--- src/rtl/ripple_carry_adder.sv ---
`default_nettype none
// ============================================================================
//  Module      : ripple_carry_adder
//  Description : Registered unsigned adder built from a structural chain of
//                one-bit full adders. Computes {Cout,sum} = A + B + Cin and
//                captures the result one clock after in_valid is sampled.
//  Revision    : 1.0  - initial release
// ----------------------------------------------------------------------------
//  Parameters
//    WIDTH      operand / sum width in bits (1..64), default 4
//  Ports
//    clk        rising-edge clock
//    rst        asynchronous reset, active-high
//    in_valid   qualifies A, B and Cin this cycle
//    A, B       unsigned operands [WIDTH-1:0]
//    Cin        carry into bit 0
//    sum        registered A+B+Cin modulo 2^WIDTH
//    Cout       registered carry out of the MSB
//    out_valid  one-cycle strobe marking a new result on sum/Cout
//    ovf        (only with RIPPLE_CARRY_ADDER_OVF_EN) registered
//               two's-complement overflow of A+B+Cin
//  Build option
//    RIPPLE_CARRY_ADDER_OVF_EN  adds the ovf output port
// ============================================================================

// ----------------------------------------------------------------------------
//  One-bit full adder cell used to build the carry chain.
// ----------------------------------------------------------------------------
module ripple_carry_adder_fa (
    input  logic a_i,
    input  logic b_i,
    input  logic c_i,
    output logic s_o,
    output logic c_o
);

    logic w_prop;

    // Propagate term is shared between the sum bit and the carry.
    assign w_prop = a_i ^ b_i;
    assign s_o    = w_prop ^ c_i;
    assign c_o    = (a_i & b_i) | (c_i & w_prop);

endmodule : ripple_carry_adder_fa

// ----------------------------------------------------------------------------
//  Top level: carry chain plus output register.
// ----------------------------------------------------------------------------
module ripple_carry_adder #(
    parameter int WIDTH = 4
) (
    input  logic             clk,
    input  logic             rst,
    input  logic             in_valid,
    input  logic [WIDTH-1:0] A,
    input  logic [WIDTH-1:0] B,
    input  logic             Cin,
    output logic [WIDTH-1:0] sum,
    output logic             Cout,
    output logic             out_valid
`ifdef RIPPLE_CARRY_ADDER_OVF_EN
    ,
    output logic             ovf
`endif
);

    // ------------------------------------------------------------------
    // Combinational carry chain: w_carry[i] is the carry into bit i,
    // w_carry[WIDTH] is the carry out of the MSB.
    // ------------------------------------------------------------------
    logic [WIDTH:0]   w_carry;
    logic [WIDTH-1:0] w_sum;

    assign w_carry[0] = Cin;

    generate
        for (genvar i = 0; i < WIDTH; i++) begin : g_fa
            ripple_carry_adder_fa u_fa (
                .a_i (A[i]),
                .b_i (B[i]),
                .c_i (w_carry[i]),
                .s_o (w_sum[i]),
                .c_o (w_carry[i+1])
            );
        end
    endgenerate

    // ------------------------------------------------------------------
    // Output register. The chain result is only selected when in_valid
    // is high, so unknown operand values while idle never reach the
    // registers.
    // ------------------------------------------------------------------
    logic [WIDTH-1:0] sum_q,   sum_d;
    logic             cout_q,  cout_d;
    logic             valid_q, valid_d;

    always_comb begin
        sum_d   = sum_q;
        cout_d  = cout_q;
        valid_d = in_valid;
        if (in_valid) begin
            sum_d  = w_sum;
            cout_d = w_carry[WIDTH];
        end
    end

    always_ff @(posedge clk or posedge rst) begin
        if (rst) begin
            sum_q   <= '0;
            cout_q  <= 1'b0;
            valid_q <= 1'b0;
        end else begin
            sum_q   <= sum_d;
            cout_q  <= cout_d;
            valid_q <= valid_d;
        end
    end

    assign sum       = sum_q;
    assign Cout      = cout_q;
    assign out_valid = valid_q;

`ifdef RIPPLE_CARRY_ADDER_OVF_EN
    // ------------------------------------------------------------------
    // Signed overflow: carry into the sign bit differs from carry out.
    // For WIDTH=1 the carry into the sign bit is Cin itself.
    // ------------------------------------------------------------------
    logic w_ovf;
    logic ovf_q, ovf_d;

    assign w_ovf = w_carry[WIDTH] ^ w_carry[WIDTH-1];

    always_comb begin
        ovf_d = ovf_q;
        if (in_valid) begin
            ovf_d = w_ovf;
        end
    end

    always_ff @(posedge clk or posedge rst) begin
        if (rst) begin
            ovf_q <= 1'b0;
        end else begin
            ovf_q <= ovf_d;
        end
    end

    assign ovf = ovf_q;
`endif

endmodule : ripple_carry_adder

`default_nettype wire

--- config.mk ---
export PLATFORM = sky130hd
export DESIGN_NAME = ripple_carry_adder
export DESIGN_NICKNAME = d
export VERILOG_FILES = /design/src/rtl/ripple_carry_adder.sv
export SDC_FILE = /design/constraint.sdc
export NUM_CORES = 1
export LEC_CHECK = 0
export BUFFER_PORTS_ARGS = -buffer_cell sky130_fd_sc_hd__buf_2
export CAP_MARGIN = 20
export CORE_AREA = 4 4 41 43
export CTS_CLUSTER_SIZE = 20
export DETAILED_ROUTE_END_ITERATION = 12
export DIE_AREA = 0 0 45 47
export GPL_ROUTABILITY_DRIVEN = 0
export GPL_TIMING_DRIVEN = 1
export PLACE_DENSITY = 0.49
export SLEW_MARGIN = 10
export SYNTH_ARGS = -nofsm -noshare
export SYNTH_HDL_FRONTEND = slang
export SYNTH_HIERARCHICAL = 1
export SYNTH_SLANG_ARGS = --single-unit
--- constraint.sdc ---
create_clock -name clk -period 1 [get_ports clk]
set_clock_uncertainty 0.1 [all_clocks]
set_input_delay 0.1 -clock clk [delete_from_list [all_inputs] [get_ports clk]]
set_output_delay 0.1 -clock clk [all_outputs]
set_load 0.02 [all_outputs]
## Word-level counts from Yosys, hierarchy flattened

Index checks and enable logic that the tools add are counted.

- Memory bits (writable): 0
- Latch bits: 0
- ROM bits: 0
- Memories kept: 0
- Input bits: 12
- Logic and storage cells: 23
- Flip-flop bits (word level): 6

- Equality and inequality tests: 0
- $add $sub $neg: 0
- Bitwise gates (word level): 20
- Divide/modulo/power cells: 0
- Shift operators: 0
- Muxes and demuxes: 0
- Reductions and logical operators: 0
- Multiply operators: 0
- Order comparisons: 0

Operators with widths:

| cell | count |
|---|---|
| bitwise AND 1 bit | 8 |
| XOR 1 bit | 8 |
| bitwise OR 1 bit | 4 |

## Longest topological paths before layout

Gate-level depths: netlist of run 1.

- Depth after elaboration: 9
- Mapped depth: 5

## Hierarchy

Netlist of run 1, hierarchy kept.

By module, submodules not included:

| module | cells an instance | area each (um2) | times used |
|---|---|---|---|
| ripple_carry_adder | 12 | 210.2 | 1 |
| ripple_carry_adder_fa | 1 | 20.0 | 4 |

## Least setup slack after synthesis of run 1

No wires, ideal clock.

- Path kind: in2reg
- Start: input A[0]
- End: register sum_q[3], in the netlist sum[3]
- Path slack: -1,177 ps
- Stages: 5
- Library setup time: 125 ps
- Arrival time: 1,952 ps
- Required time: 775 ps
- Cells stage by stage: fa_1 fa_1 fa_1 fa_1 mux2_2

- Longest elaborated chain between the ends: 8
- Elaborated cells on any way between the ends: 9
- Those cells by class: 9 x bitwise

RTL lines:

| what | RTL line | text |
|---|---|---|
| from (decl) | 55 | `input logic [WIDTH-1:0] A,` |
| XOR 1 bit | 40 | `assign w_prop = a_i ^ b_i;` |
| bitwise AND 1 bit | 42 | `assign c_o = (a_i & b_i) \| (c_i & w_prop);` |
| bitwise OR 1 bit * | 42 |  |
| bitwise AND 1 bit * | 42 |  |
| bitwise OR 1 bit * | 42 |  |
| via w_carry[2] | 71 | `logic [WIDTH:0] w_carry;` |
| bitwise AND 1 bit * | 42 |  |
| bitwise OR 1 bit * | 42 |  |
| via w_carry[3] | 71 |  |
| XOR 1 bit * | 41 | `assign s_o = w_prop ^ c_i;` |
| via w_sum[3] | 72 | `logic [WIDTH-1:0] w_sum;` |
| to (signal assigned) | 113 | `sum_q <= sum_d;` |
| to (decl) | 93 | `logic [WIDTH-1:0] sum_q, sum_d;` |

Mark *: on every way through the listed nets, which the timed path passes. The rest lies on a longest branch.
A chain may end at the register's enable or synchronous reset.

## Worst setup path in the final report of run 1

- Start: input A[0]
- End: register sum_q[3], in the netlist sum[3]

- Longest elaborated chain between the ends: 8
- Elaborated cells on any way between the ends: 9
- Those cells by class: 9 x bitwise

RTL lines:

| what | RTL line |
|---|---|
| XOR 1 bit | 40 |
| bitwise AND 1 bit | 42 |
| bitwise OR 1 bit * | 42 |
| via w_carry[1] | 71 |
| bitwise AND 1 bit * | 42 |
| bitwise OR 1 bit * | 42 |
| via w_carry[2] | 71 |
| bitwise AND 1 bit * | 42 |
| bitwise OR 1 bit * | 42 |
| via w_carry[3] | 71 |
| XOR 1 bit * | 41 |
| via w_sum[3] | 72 |

Marked as above.

==> qor.log, run 1 <==
qor: placement.detailedPlacementHpwl 538.3 µm
qor: layout.drive_gt1_frac 0.7632
qor: placement.dp_slack -1.218 ns
qor: die.dieArea 2115 µm²
qor: hold_path.min-delay-path-class input pin to flip-flop
qor: timing.final.hold.worst_slack 0.1328 ns
qor: critical_path.worst_reg2reg_endpoint sum[1]
qor: clock_network.clock_tree_sinks 6
qor: detailed_routing.drcViolationCount 0
qor: die.floorplan.die.height 47 µm
qor: logic_synthesis.syn_nets 32
qor: logic_synthesis.synth.yosys.warnings 6
qor: critical_path.arrival 1.94 ns
qor: critical_path.worst_r2r_startpoint sum[1]
qor: timing.slew_headroom 0.8479
qor: pwr.internal_power 0.0005857 W
qor: placement.dpl_cell_area 404.1 µm²
qor: detailed_routing.drt_pre_antenna_iters 1
qor: pwr.static-leakage-power 0.2335 nW
qor: global_routing.grt_overflow_total 0
qor: hold_path.min-delay-start in_valid
qor: logic_synthesis.post_synth_inst_count 16
qor: critical_path.path_class input pin to flip-flop
qor: pwr.powerDensity 1688 nW/µm²
qor: critical_path.critical_path_startpoint_category input pin
qor: logic_synthesis.ys_ff_latch 6
qor: die.ioPinCount 18
qor: critical_path.setup.reg_to_reg.worst_slack 0.13 ns
qor: layout.nets 56
qor: hold_path.whs_path_depth 2
qor: critical_path.rr_worst_depth 1
qor: timing.transition_time_at_the_pin_with_the_least_slew_margin 0.2279 ns
qor: layout.syn2layout_area_growth 68.53%
qor: timing.setup_violations 4
qor: clock_network.clk_latency 0.24 ns
qor: pwr.clock_network_fraction_of_total_power 0.266
qor: logic_synthesis.synth.yosys.seq_area_share 0.5172
qor: clock_network.cts_buffer_depth 2
qor: timing.post_route_worst_setup_slack -0.9106 ns
qor: flow_run.cap_viol_max_count 0
qor: critical_path.critical_path_required 1.02 ns
qor: critical_path.critPathLaunch A[0]
qor: timing.totalNegativeSetupSlack -2.505 ns
qor: die.floorplan.die.width 45 µm
qor: timing.timing_hold_violations_final 0
qor: global_routing.grt_pass1_wl 1166 µm
qor: logic_synthesis.syn-mean-instance-area 18.14 µm²
qor: timing.highest_attainable_clock_frequency 0.5234 GHz
qor: detailed_routing.wl 656 µm
qor: clock_network.cts_buffers 3
qor: clock_network.tritoncts_clock_tree done
qor: run_status.failing_checks negative setup slack
qor: pwr.power.combinational.fraction 0.345
qor: layout.most-common-layout-cells sky130_fd_sc_hd__buf_2 (12), sky130_fd_sc_hd__dfrtp_1 (6), sky130_fd_sc_hd__buf_6 (5)
qor: die.core 1301 µm²
qor: critical_path.timing.critical_path.fanout_max 1
qor: global_routing.grt_antenna_before_repair 0
qor: run_status.run_status finished with violations
qor: logic_synthesis.syn_area 290.3 µm²
qor: detailed_routing.routed-via-count 214
qor: detailed_routing.routed_wire_length_per_instance 12.38 µm
qor: clock_network.post-cts-setup-buffers 0
qor: logic_synthesis.synth.distinct_cells 4
qor: global_routing.grt_start_max_net_pins 7
qor: timing.final_max_slew_viol_count 0
qor: detailed_routing.postRouteAntennaNets 0
qor: detailed_routing.drt_iter0_drc 0
qor: detailed_routing.route.detailed.vias_per_inst 4.038
qor: hold_path.worstHoldEndpoint Cout
qor: layout.layout.cells.most_common sky130_fd_sc_hd__buf_2
qor: clock_network.cts_htree_levels 1
qor: global_routing.first_global_vias 284
qor: clock_network.clkTransAtPathRegs 0.04 ns
qor: placement.placement.io_buffers 17
qor: clock_network.root_buf_cell sky130_fd_sc_hd__clkbuf_4
qor: pwr.report.power.total 0.0008257 W
qor: die.std_cell_rows 13
qor: layout.fill_cells 134
qor: pwr.p_switching 0.0002400 W
qor: timing.period_needed 1.911 ns
qor: pwr.netSwitchingFraction 0.2906
qor: layout.post_route_standard_cell_area_excluding_fillers 489.2 µm²
qor: pwr.part_of_the_total_power_dissipated_in_sequential_elements 0.388
qor: die.floorplan.initialDensity 0.2231
qor: pwr.ir_worst_vdd 0.8197 mV
qor: critical_path.endpoint_kind_of_the_worst_setup_timing_path flip-flop
qor: timing.rsz0062_at_grt yes
qor: layout.antenna_diode_count 0
qor: global_routing.total_routing_resource_utilization_after_global_routing 0.08473
qor: timing.final_min_period_over_clock_period 1.911
[registers in the layout (all words and copies together) (netlist names)]
register	flops
sum	4
out_valid	1
Cout	1
[kinds of logic after synthesis]
group,after synthesis,synth area share
flip-flops,6,0.5172
buffers and inverters,1,0.01292
multiplexers,5,0.1940
adder cells (fa/ha/maj),4,0.2759
[routing by layer]
metal / up-vias / GRT usage / share of wire
li1: 98 / - / -
met2: 12 / 0.1497 / 0.49
met1: 102 / 0.07059 / 0.37
met5: - / 0 / 0
met4: 0 / 0.05263 / 0.023
met3: 2 / 0.05364 / 0.12
[stage by stage]
stage / std cells / util
final: 53 / 0.3760
after global placement: 48 / 0.3106
after floorplan: 16 / -
after global routing: 53 / 0.3760
after CTS: 53 / 0.3510
after detailed placement: 48 / 0.3106
[how the worst max path moves through the flow]
| stage | to | cells after the start |
|---|---|---|
| final | sum[3] | 6 |
| after global routing | sum[3] | 6 |
| after detailed placement | sum[3] | 6 |
| after floorplan | sum[3] | 5 |
| after CTS | sum[3] | 6 |
| after global placement | sum[3] | 6 |
[cell type report]
| type | instances | area, µm² | share of cell area |
|---|---|---|---|
| Clock buffer | 3 | 22.52 | 0.04604 |
| Inverter | 1 | 3.754 | 0.007673 |
| Multi-Input combinational cell | 9 | 157.7 | 0.3223 |
| Sequential cell | 6 | 150.1 | 0.3069 |
| Tap cell | 15 | 18.77 | 0.03836 |
| Timing Repair Buffer | 19 | 136.4 | 0.2788 |
[power by group through the flow]
stage / logic [W] / registers, W / clock network [W]
2_1_floorplan: 0.0000668 / 0.000369 / 0
3_3_place_gp: 0.000215 / 0.000309 / 0
3_5_place_dp: 0.000221 / 0.000313 / 0
4_1_cts: 0.000234 / 0.000311 / 0.000229
5_1_grt: 0.000313 / 0.000327 / 0.000249
6_report: 0.000285 / 0.000321 / 0.000220
[synthesized netlist by cell type]
cell                      n  share of area
sky130_fd_sc_hd__inv_1    1          0.013
sky130_fd_sc_hd__dfrtp_1  6           0.52
sky130_fd_sc_hd__mux2_2   5           0.19
sky130_fd_sc_hd__fa_1     4           0.28
[timing repair]
item,CTS,global route
hold buffers,2,0
pin swaps,2,1
hold endpoints to repair,7,0
gates resized for setup,2,10
endpoints found under the setup margin,4,8
[critical path, stage by stage]
cell	delay, ns
sky130_fd_sc_hd__buf_6	0.09
sky130_fd_sc_hd__fa_2	0.37
sky130_fd_sc_hd__fa_2	0.34
sky130_fd_sc_hd__fa_2	0.35
sky130_fd_sc_hd__fa_2	0.41
sky130_fd_sc_hd__mux2_2	0.27
Power figures use the tool's default switching activity.
==> run 2, diff against run 1 <==
--- a/config.mk
+++ b/config.mk
@@ -14,5 +14,5 @@
 export GPL_ROUTABILITY_DRIVEN = 0
 export GPL_TIMING_DRIVEN = 1
-export PLACE_DENSITY = 0.49
+export PLACE_DENSITY = 0.51
 export SLEW_MARGIN = 10
 export SYNTH_ARGS = -nofsm -noshare
==> constraint.sdc (replaced) <==
create_clock -name clk -period 1.7 [get_ports clk]
set_clock_uncertainty 0.1 [all_clocks]
set_input_delay 0.255 -clock clk [delete_from_list [all_inputs] [get_ports clk]]
set_output_delay 0.255 -clock clk [all_outputs]
set_load 0.02 [all_outputs]
==> run 2 against run 1 <==
  * The run still ends with negative setup slack left
  * Die area did not move
  * Global-route usage fell by 0.39 points
  * Sequential power fell by 43%
  * Utilization fell by 3.0 points
  * Wire length fell by 7.2%
  * Register-to-register slack improved by 0.71 ns
  * Worst setup slack improved by 0.54 ns
  * Critical endpoint unchanged
  * Sequential share of layout area rose by 2.6 points
  * Combinational power fell by 52%
  * Cell count fell by 1.9%
  * Sequential cell count did not move
==> qor.log, run 2 (synthesis results as in run 1) <==
qor: pwr.static-leakage-power 0.2167 nW [was 0.2335 nW]
qor: detailed_routing.drcViolationCount 0 [unchanged]
qor: detailed_routing.wl 609 µm [was 656 µm]
qor: run_status.run_status finished with violations [unchanged]
qor: clock_network.root_buf_cell sky130_fd_sc_hd__clkbuf_4 [unchanged]
qor: hold_path.min-delay-start in_valid [unchanged]
qor: layout.most-common-layout-cells sky130_fd_sc_hd__buf_2 (16), sky130_fd_sc_hd__dfrtp_1 (6), sky130_fd_sc_hd__fa_2 (4) [was sky130_fd_sc_hd__buf_2 (12), sky130_fd_sc_hd__dfrtp_1 (6), sky130_fd_sc_hd__buf_6 (5)]
qor: critical_path.rr_worst_depth 1 [unchanged]
qor: placement.dp_slack -0.6808 ns [was -1.218 ns]
qor: hold_path.whs_path_depth 1 [was 2]
qor: clock_network.clk_latency 0.24 ns [about the same]
qor: timing.setup_violations 3 [was 4]
qor: layout.fin_cells 52 [was 53]
qor: global_routing.grt_pass1_wl 1104 µm [was 1166 µm]
qor: timing.timing_hold_violations_final 0 [unchanged]
qor: critical_path.timing.critical_path.fanout_max 1 [unchanged]
qor: clock_network.tritoncts_clock_tree done [unchanged]
qor: timing.final.hold.worst_slack 0.1253 ns [was 0.1328 ns]
qor: timing.totalNegativeSetupSlack -0.6786 ns [was -2.505 ns]
qor: clock_network.cts_htree_levels 1 [unchanged]
qor: die.floorplan.initialDensity 0.2231 [unchanged]
qor: layout.drive_gt1_frac 0.7838 [was 0.7632]
qor: clock_network.clock_tree_sinks 6 [unchanged]
qor: critical_path.setup.reg_to_reg.worst_slack 0.84 ns [was 0.13 ns]
qor: layout.final-seq-area 150.1 µm² [unchanged]
qor: timing.final_min_period_over_clock_period 1.219
qor: die.floorplan.die.width 45 µm [unchanged]
qor: detailed_routing.routed_wire_length_per_instance 11.71 µm [was 12.38 µm]
qor: placement.dp.cells 48 [unchanged]
qor: layout.antenna_diode_count 0 [unchanged]
qor: critical_path.critical_path_required 1.72 ns [was 1.02 ns]
qor: global_routing.grt_overflow_total 0 [unchanged]
qor: clock_network.post-cts-setup-buffers 0 [unchanged]
qor: timing.post_route_worst_setup_slack -0.3728 ns [was -0.9106 ns]
qor: die.core 1301 µm² [unchanged]
qor: layout.nets 55 [was 56]
qor: clock_network.clkTransAtPathRegs 0.04 ns [about the same]
qor: timing.final_max_slew_viol_count 0 [unchanged]
qor: timing.rsz0062_at_grt yes [unchanged]
qor: timing.highest_attainable_clock_frequency 0.4824 GHz
qor: detailed_routing.postRouteAntennaNets 0 [unchanged]
qor: detailed_routing.routed-via-count 207 [was 214]
qor: critical_path.worst_r2r_startpoint sum[2] [was sum[1]]
qor: timing.period_needed 2.073 ns
qor: layout.layout.cells.most_common sky130_fd_sc_hd__buf_2 [unchanged]
qor: die.dieArea 2115 µm² [unchanged]
qor: placement.placement.io_buffers 17 [unchanged]
qor: global_routing.total_routing_resource_utilization_after_global_routing 0.08080 [was 0.08473]
qor: run_status.failing_checks negative setup slack [unchanged]
qor: critical_path.critical_path_startpoint_category input pin [unchanged]
qor: layout.multiInputGateArea 153.9 µm² [was 157.7 µm²]
qor: clock_network.cts_buffers 3 [unchanged]
qor: pwr.ir_worst_vdd 0.5186 mV [was 0.8197 mV]
qor: detailed_routing.route.detailed.vias_per_inst 3.981 [was 4.038]
qor: clock_network.cts_buffer_depth 2 [unchanged]
qor: die.ioPinCount 18 [unchanged]
qor: die.std_cell_rows 13 [unchanged]
qor: critical_path.worst_reg2reg_endpoint sum[2] [was sum[1]]
qor: global_routing.grt_antenna_before_repair 0 [unchanged]
qor: critical_path.arrival 2.09 ns [was 1.94 ns]
qor: die.floorplan.die.height 47 µm [unchanged]
qor: hold_path.min-delay-path-class input pin to flip-flop [unchanged]
qor: layout.max_reg_flops 4 [unchanged]
qor: hold_path.worstHoldEndpoint out_valid [was Cout]
qor: pwr.powerDensity 982.5 nW/µm² [was 1688 nW/µm²]
qor: timing.transition_time_at_the_pin_with_the_least_slew_margin 0.2175 ns [was 0.2279 ns]
qor: global_routing.first_global_vias 260 [was 284]
qor: critical_path.path_class input pin to flip-flop [unchanged]
qor: detailed_routing.drt_pre_antenna_iters 1 [unchanged]
qor: timing.slew_headroom 0.8549 [was 0.8479]
qor: placement.detailedPlacementHpwl 535.8 µm [was 538.3 µm]
qor: detailed_routing.drt_iter0_drc 0 [unchanged]
qor: layout.syn2layout_area_growth 55.17% [was 68.53%]
qor: layout.fill_cells 139 [was 134]
qor: global_routing.grt_start_max_net_pins 7 [unchanged]
qor: critical_path.endpoint_kind_of_the_worst_setup_timing_path flip-flop [unchanged]
qor: flow_run.cap_viol_max_count 0 [unchanged]
## run 2: cell count changes in the layout (fill, tap and decap cells not counted), sizes merged
cell	previous run	this run
dlygate4sd3	2	1
## run 2: power by group
group	switching, W	leakage [nW]	internal [W]
registers	0.0000133	0.0701	0.000170
clock network	0.0000433	0.0138	0.0000793
logic	0.0000707	0.133	0.0000659
## run 2: layer usage
metal | vias to the layer above | track usage | wire length (µm)
met5 | - | 0 | 0
met4 | 0 | 0.03509 | 0
met3 | 0 | 0.06513 | 94
met2 | 13 | 0.1356 | 317
met1 | 100 | 0.07075 | 197
li1 | 94 | - | -
## run 2: worst max-delay path by stage
stage          startpoint      to  slack [ns]
6_report             A[0]  sum[3]       -0.37
5_1_grt              A[0]  sum[3]       -0.40
4_1_cts              A[0]  sum[3]       -0.38
3_5_place_dp         A[0]  sum[3]       -0.68
3_3_place_gp         A[0]  sum[3]       -0.65
2_1_floorplan        A[0]  sum[3]       -0.51
## run 2: per-stage QoR
stage / util / area [µm²] / total power (W)
2_1_floorplan: - / 300.3 / 0.0002565
3_3_place_gp: 0.3106 / 404.1 / 0.0003095
3_5_place_dp: 0.3106 / 404.1 / 0.0003152
4_1_cts: 0.3462 / 450.4 / 0.0004528
5_1_grt: 0.3462 / 450.4 / 0.0004825
6_report: 0.3462 / 450.4 / 0.0004426
## run 2: worst max-delay path, stage by stage
cell and delay (ns):
sky130_fd_sc_hd__buf_6 0.09, sky130_fd_sc_hd__fa_2 0.38, sky130_fd_sc_hd__fa_2 0.34, sky130_fd_sc_hd__fa_2 0.34, sky130_fd_sc_hd__fa_2 0.41, sky130_fd_sc_hd__mux2_2 0.27
## run 2: timing repair
| item | 4_1_cts | 5_1_grt |
|---|---|---|
| endpoints found under the setup margin | 3 | 3 |
| pin swaps | 1 | 0 |
| hold buffers | 1 | 0 |
| hold endpoints to repair | 6 | 0 |
| gates resized for setup | 3 | 0 |
## run 2: cell type report
class,count,share of cell area
clock buffer,3,0.05000
inverter,1,0.008333
sequential,6,0.3333
tap,15,0.04167
timing repair buffer,18,0.2250
multi-input combinational,9,0.3417
==> run 3, diff against run 2 <==
--- a/config.mk
+++ b/config.mk
@@ -6,5 +6,5 @@
 export NUM_CORES = 1
 export LEC_CHECK = 0
-export BUFFER_PORTS_ARGS = -buffer_cell sky130_fd_sc_hd__buf_2
+export BUFFER_PORTS_ARGS = -buffer_cell sky130_fd_sc_hd__buf_4
 export CAP_MARGIN = 20
 export CORE_AREA = 4 4 41 43
==> constraint.sdc (replaced) <==
create_clock -name clk -period 1.7 [get_ports clk]
set_clock_uncertainty 0.1 [all_clocks]
set_input_delay 0.255 -clock clk [delete_from_list [all_inputs] [get_ports clk]]
set_output_delay 0.255 -clock clk [all_outputs]
set_load 0.1 [all_outputs]
==> run 3 against run 2 <==
  * The run still ends with negative setup slack left
  * Fmax is 1.1% higher
  * Sequential share of layout area is 3.0 points lower
  * Global-route usage is 0.97 points higher
  * Sequential cell count stayed put
  * Highest routed layer is now met4
==> qor.log, run 3 (synthesis results as in run 1) <==
qor: run_status.run_status finished with violations [unchanged]
qor: run_status.failing_checks negative setup slack [unchanged]
qor: layout.layout.cells.most_common sky130_fd_sc_hd__buf_4 [was sky130_fd_sc_hd__buf_2]
qor: clock_network.clock_tree_sinks 6 [unchanged]
qor: global_routing.grt_start_max_net_pins 7 [unchanged]
qor: critical_path.critical_path_startpoint_category input pin [unchanged]
qor: die.floorplan.initialDensity 0.2231 [unchanged]
qor: timing.rsz0062_at_grt yes [unchanged]
qor: detailed_routing.routed-via-count 215 [was 207]
qor: hold_path.min-delay-path-class input pin to flip-flop [unchanged]
qor: critical_path.arrival 2.09 ns [about the same]
qor: pwr.netSwitchingFraction 0.4763 [was 0.2880]
qor: timing.final_min_period_over_clock_period 1.206 [was 1.219]
qor: clock_network.cts_buffers 3 [unchanged]
qor: critical_path.endpoint_kind_of_the_worst_setup_timing_path flip-flop [unchanged]
qor: pwr.internal_power 0.0003405 W [was 0.0003151 W]
qor: clock_network.cts_htree_levels 1 [unchanged]
qor: clock_network.root_buf_cell sky130_fd_sc_hd__clkbuf_4 [unchanged]
qor: clock_network.clk_latency 0.25 ns [was 0.24 ns]
qor: critical_path.critical_path_required 1.73 ns [was 1.72 ns]
qor: layout.fill_cells 132 [was 139]
qor: global_routing.first_global_vias 272 [was 260]
qor: die.std_cell_rows 13 [unchanged]
qor: die.floorplan.die.width 45 µm [unchanged]
qor: global_routing.grt.busiest_layer met2 [unchanged]
qor: timing.final.hold.worst_slack 0.09477 ns [was 0.1253 ns]
qor: flow_run.cap_viol_max_count 0 [unchanged]
qor: layout.most-common-layout-cells sky130_fd_sc_hd__buf_4 (16), sky130_fd_sc_hd__dfrtp_1 (6), sky130_fd_sc_hd__fa_2 (4) [was sky130_fd_sc_hd__buf_2 (16), sky130_fd_sc_hd__dfrtp_1 (6), sky130_fd_sc_hd__fa_2 (4)]
qor: layout.nets 55 [unchanged]
qor: clock_network.cts_buffer_depth 2 [unchanged]
qor: detailed_routing.drcViolationCount 0 [unchanged]
qor: die.floorplan.die.height 47 µm [unchanged]
qor: pwr.static-leakage-power 0.2348 nW [was 0.2167 nW]
qor: die.ioPinCount 18 [unchanged]
qor: global_routing.grtUsageMet3 0.06513 [unchanged]
qor: layout.syn2layout_area_growth 70.26% [was 55.17%]
qor: timing.transition_time_at_the_pin_with_the_least_slew_margin 0.2823 ns [was 0.2175 ns]
qor: pwr.p_switching 0.0003097 W [was 0.0001274 W]
qor: placement.dp_slack -0.6750 ns [was -0.6808 ns]
qor: pwr.ir_worst_vdd 0.7065 mV [was 0.5186 mV]
qor: timing.timing_hold_violations_final 0 [unchanged]
qor: clock_network.post-cts-setup-buffers 0 [unchanged]
qor: die.core 1301 µm² [unchanged]
qor: timing.post_route_worst_setup_slack -0.3502 ns [was -0.3728 ns]
qor: detailed_routing.route.detailed.vias_per_inst 4.135 [was 3.981]
qor: layout.drive_gt1_frac 0.7838 [unchanged]
qor: timing.final_max_slew_viol_count 0 [unchanged]
qor: global_routing.grt_overflow_total 0 [unchanged]
qor: detailed_routing.routed_wire_length_per_instance 13.60 µm [was 11.71 µm]
qor: clock_network.tritoncts_clock_tree done [unchanged]
qor: pwr.powerDensity 1316 nW/µm² [was 982.5 nW/µm²]
qor: pwr.part_of_the_total_power_dissipated_in_sequential_elements 0.284 [was 0.414]
qor: detailed_routing.wl 707 µm [was 609 µm]
qor: detailed_routing.drt_pre_antenna_iters 2 [was 1]
qor: layout.antenna_diode_count 0 [unchanged]
qor: detailed_routing.postRouteAntennaNets 0 [unchanged]
qor: detailed_routing.drt_iter0_drc 4 [was 0]
qor: pwr.clock_network_fraction_of_total_power 0.210 [was 0.277]
qor: die.dieArea 2115 µm² [unchanged]
qor: layout.layout.core_utilization 0.3798 [was 0.3462]
qor: global_routing.grtUsageMet1 0.07565 [was 0.07075]
qor: layout.max_reg_flops 4 [unchanged]
qor: pwr.power.combinational.fraction 0.505 [was 0.309]
qor: critical_path.path_class input pin to flip-flop [unchanged]
qor: placement.placement.io_buffers 17 [unchanged]
qor: timing.period_needed 2.050 ns [was 2.073 ns]
qor: global_routing.global_route.usage.met2 0.1554 [was 0.1356]
qor: timing.slew_headroom 0.8133 [was 0.8549]
qor: global_routing.total_routing_resource_utilization_after_global_routing 0.09047 [was 0.08080]
qor: critical_path.timing.critical_path.fanout_max 1 [unchanged]
qor: clock_network.clkTransAtPathRegs 0.05 ns [was 0.04 ns]
qor: timing.highest_attainable_clock_frequency 0.4878 GHz [was 0.4824 GHz]
qor: global_routing.grt_pass1_wl 1221 µm [was 1104 µm]
qor: global_routing.grt_antenna_before_repair 0 [unchanged]
qor: timing.setup_violations 3 [unchanged]
run 3: changes by cell type in the layout (fill, tap and decap cells not counted):
cell	previous run	this run
sky130_fd_sc_hd__mux2_2	3	2
sky130_fd_sc_hd__mux2_4	2	3
sky130_fd_sc_hd__buf_4	0	16
sky130_fd_sc_hd__buf_2	16	0
run 3: power groups by stage:
stage | logic [W] | registers (W) | clock network, W
after global placement | 0.000316 | 0.000184 | 0
after global routing | 0.000343 | 0.000189 | 0.000156
after floorplan | 0.0000397 | 0.000379 | 0
after detailed placement | 0.000318 | 0.000187 | 0
after CTS | 0.000327 | 0.000186 | 0.000142
final | 0.000329 | 0.000185 | 0.000137
run 3: final timing paths:
path | startpoint | endpoint | slack [ns] | cells after the start
max in group asynchronous | rst | Cout | 0.92 | 3
hold reg to reg | sum[1] | sum[1] | 0.41 | 1
setup / recovery | A[0] | sum[3] | -0.35 | 6
setup reg to reg | sum[3] | sum[3] | 0.83 | 1
min in group asynchronous | rst | sum[1] | 0.38 | 3
hold / removal | in_valid | out_valid | 0.09 | 1
run 3: routing by layer:
metal  up-vias  wire length [µm]
met5         -                 0
met4         0                 6
met3         2                93
met2        13               392
met1       105               215
li1         95                 -
run 3: layout make-up:
type	count	area, µm²	share of cell area
flip-flops and latches	6	150.1	0.3038
multi-input cells	9	157.7	0.3190
well taps	15	18.77	0.03797
inverters	1	3.754	0.007595
repair buffers	18	141.4	0.2861
clock buffers	3	22.52	0.04557
run 3: repair_timing:
item                                   in CTS  in global routing
setup endpoints to repair                   3                  3
endpoints found under the hold margin       6                  0
pin swaps                                   1                  0
resized for setup                           3                  1
hold buffers                                1                  0
run 3: worst max-delay path, stage by stage:
cell,delay (ns)
sky130_fd_sc_hd__buf_6,0.10
sky130_fd_sc_hd__fa_2,0.38
sky130_fd_sc_hd__fa_2,0.35
sky130_fd_sc_hd__fa_2,0.34
sky130_fd_sc_hd__fa_2,0.40
sky130_fd_sc_hd__mux2_4,0.26
run 3: through the flow:
step | area [µm²] | cells | setup TNS, ns | total power, W
after floorplan | 300.3 | 16 | -1.098 | 0.0004185
after global placement | 446.7 | 48 | -1.551 | 0.0005005
after detailed placement | 446.7 | 48 | -1.632 | 0.0005045
after CTS | 490.5 | 52 | -0.6593 | 0.0006543
after global routing | 494.2 | 52 | -0.6859 | 0.0006883
final | 494.2 | 52 | -0.6511 | 0.0006502
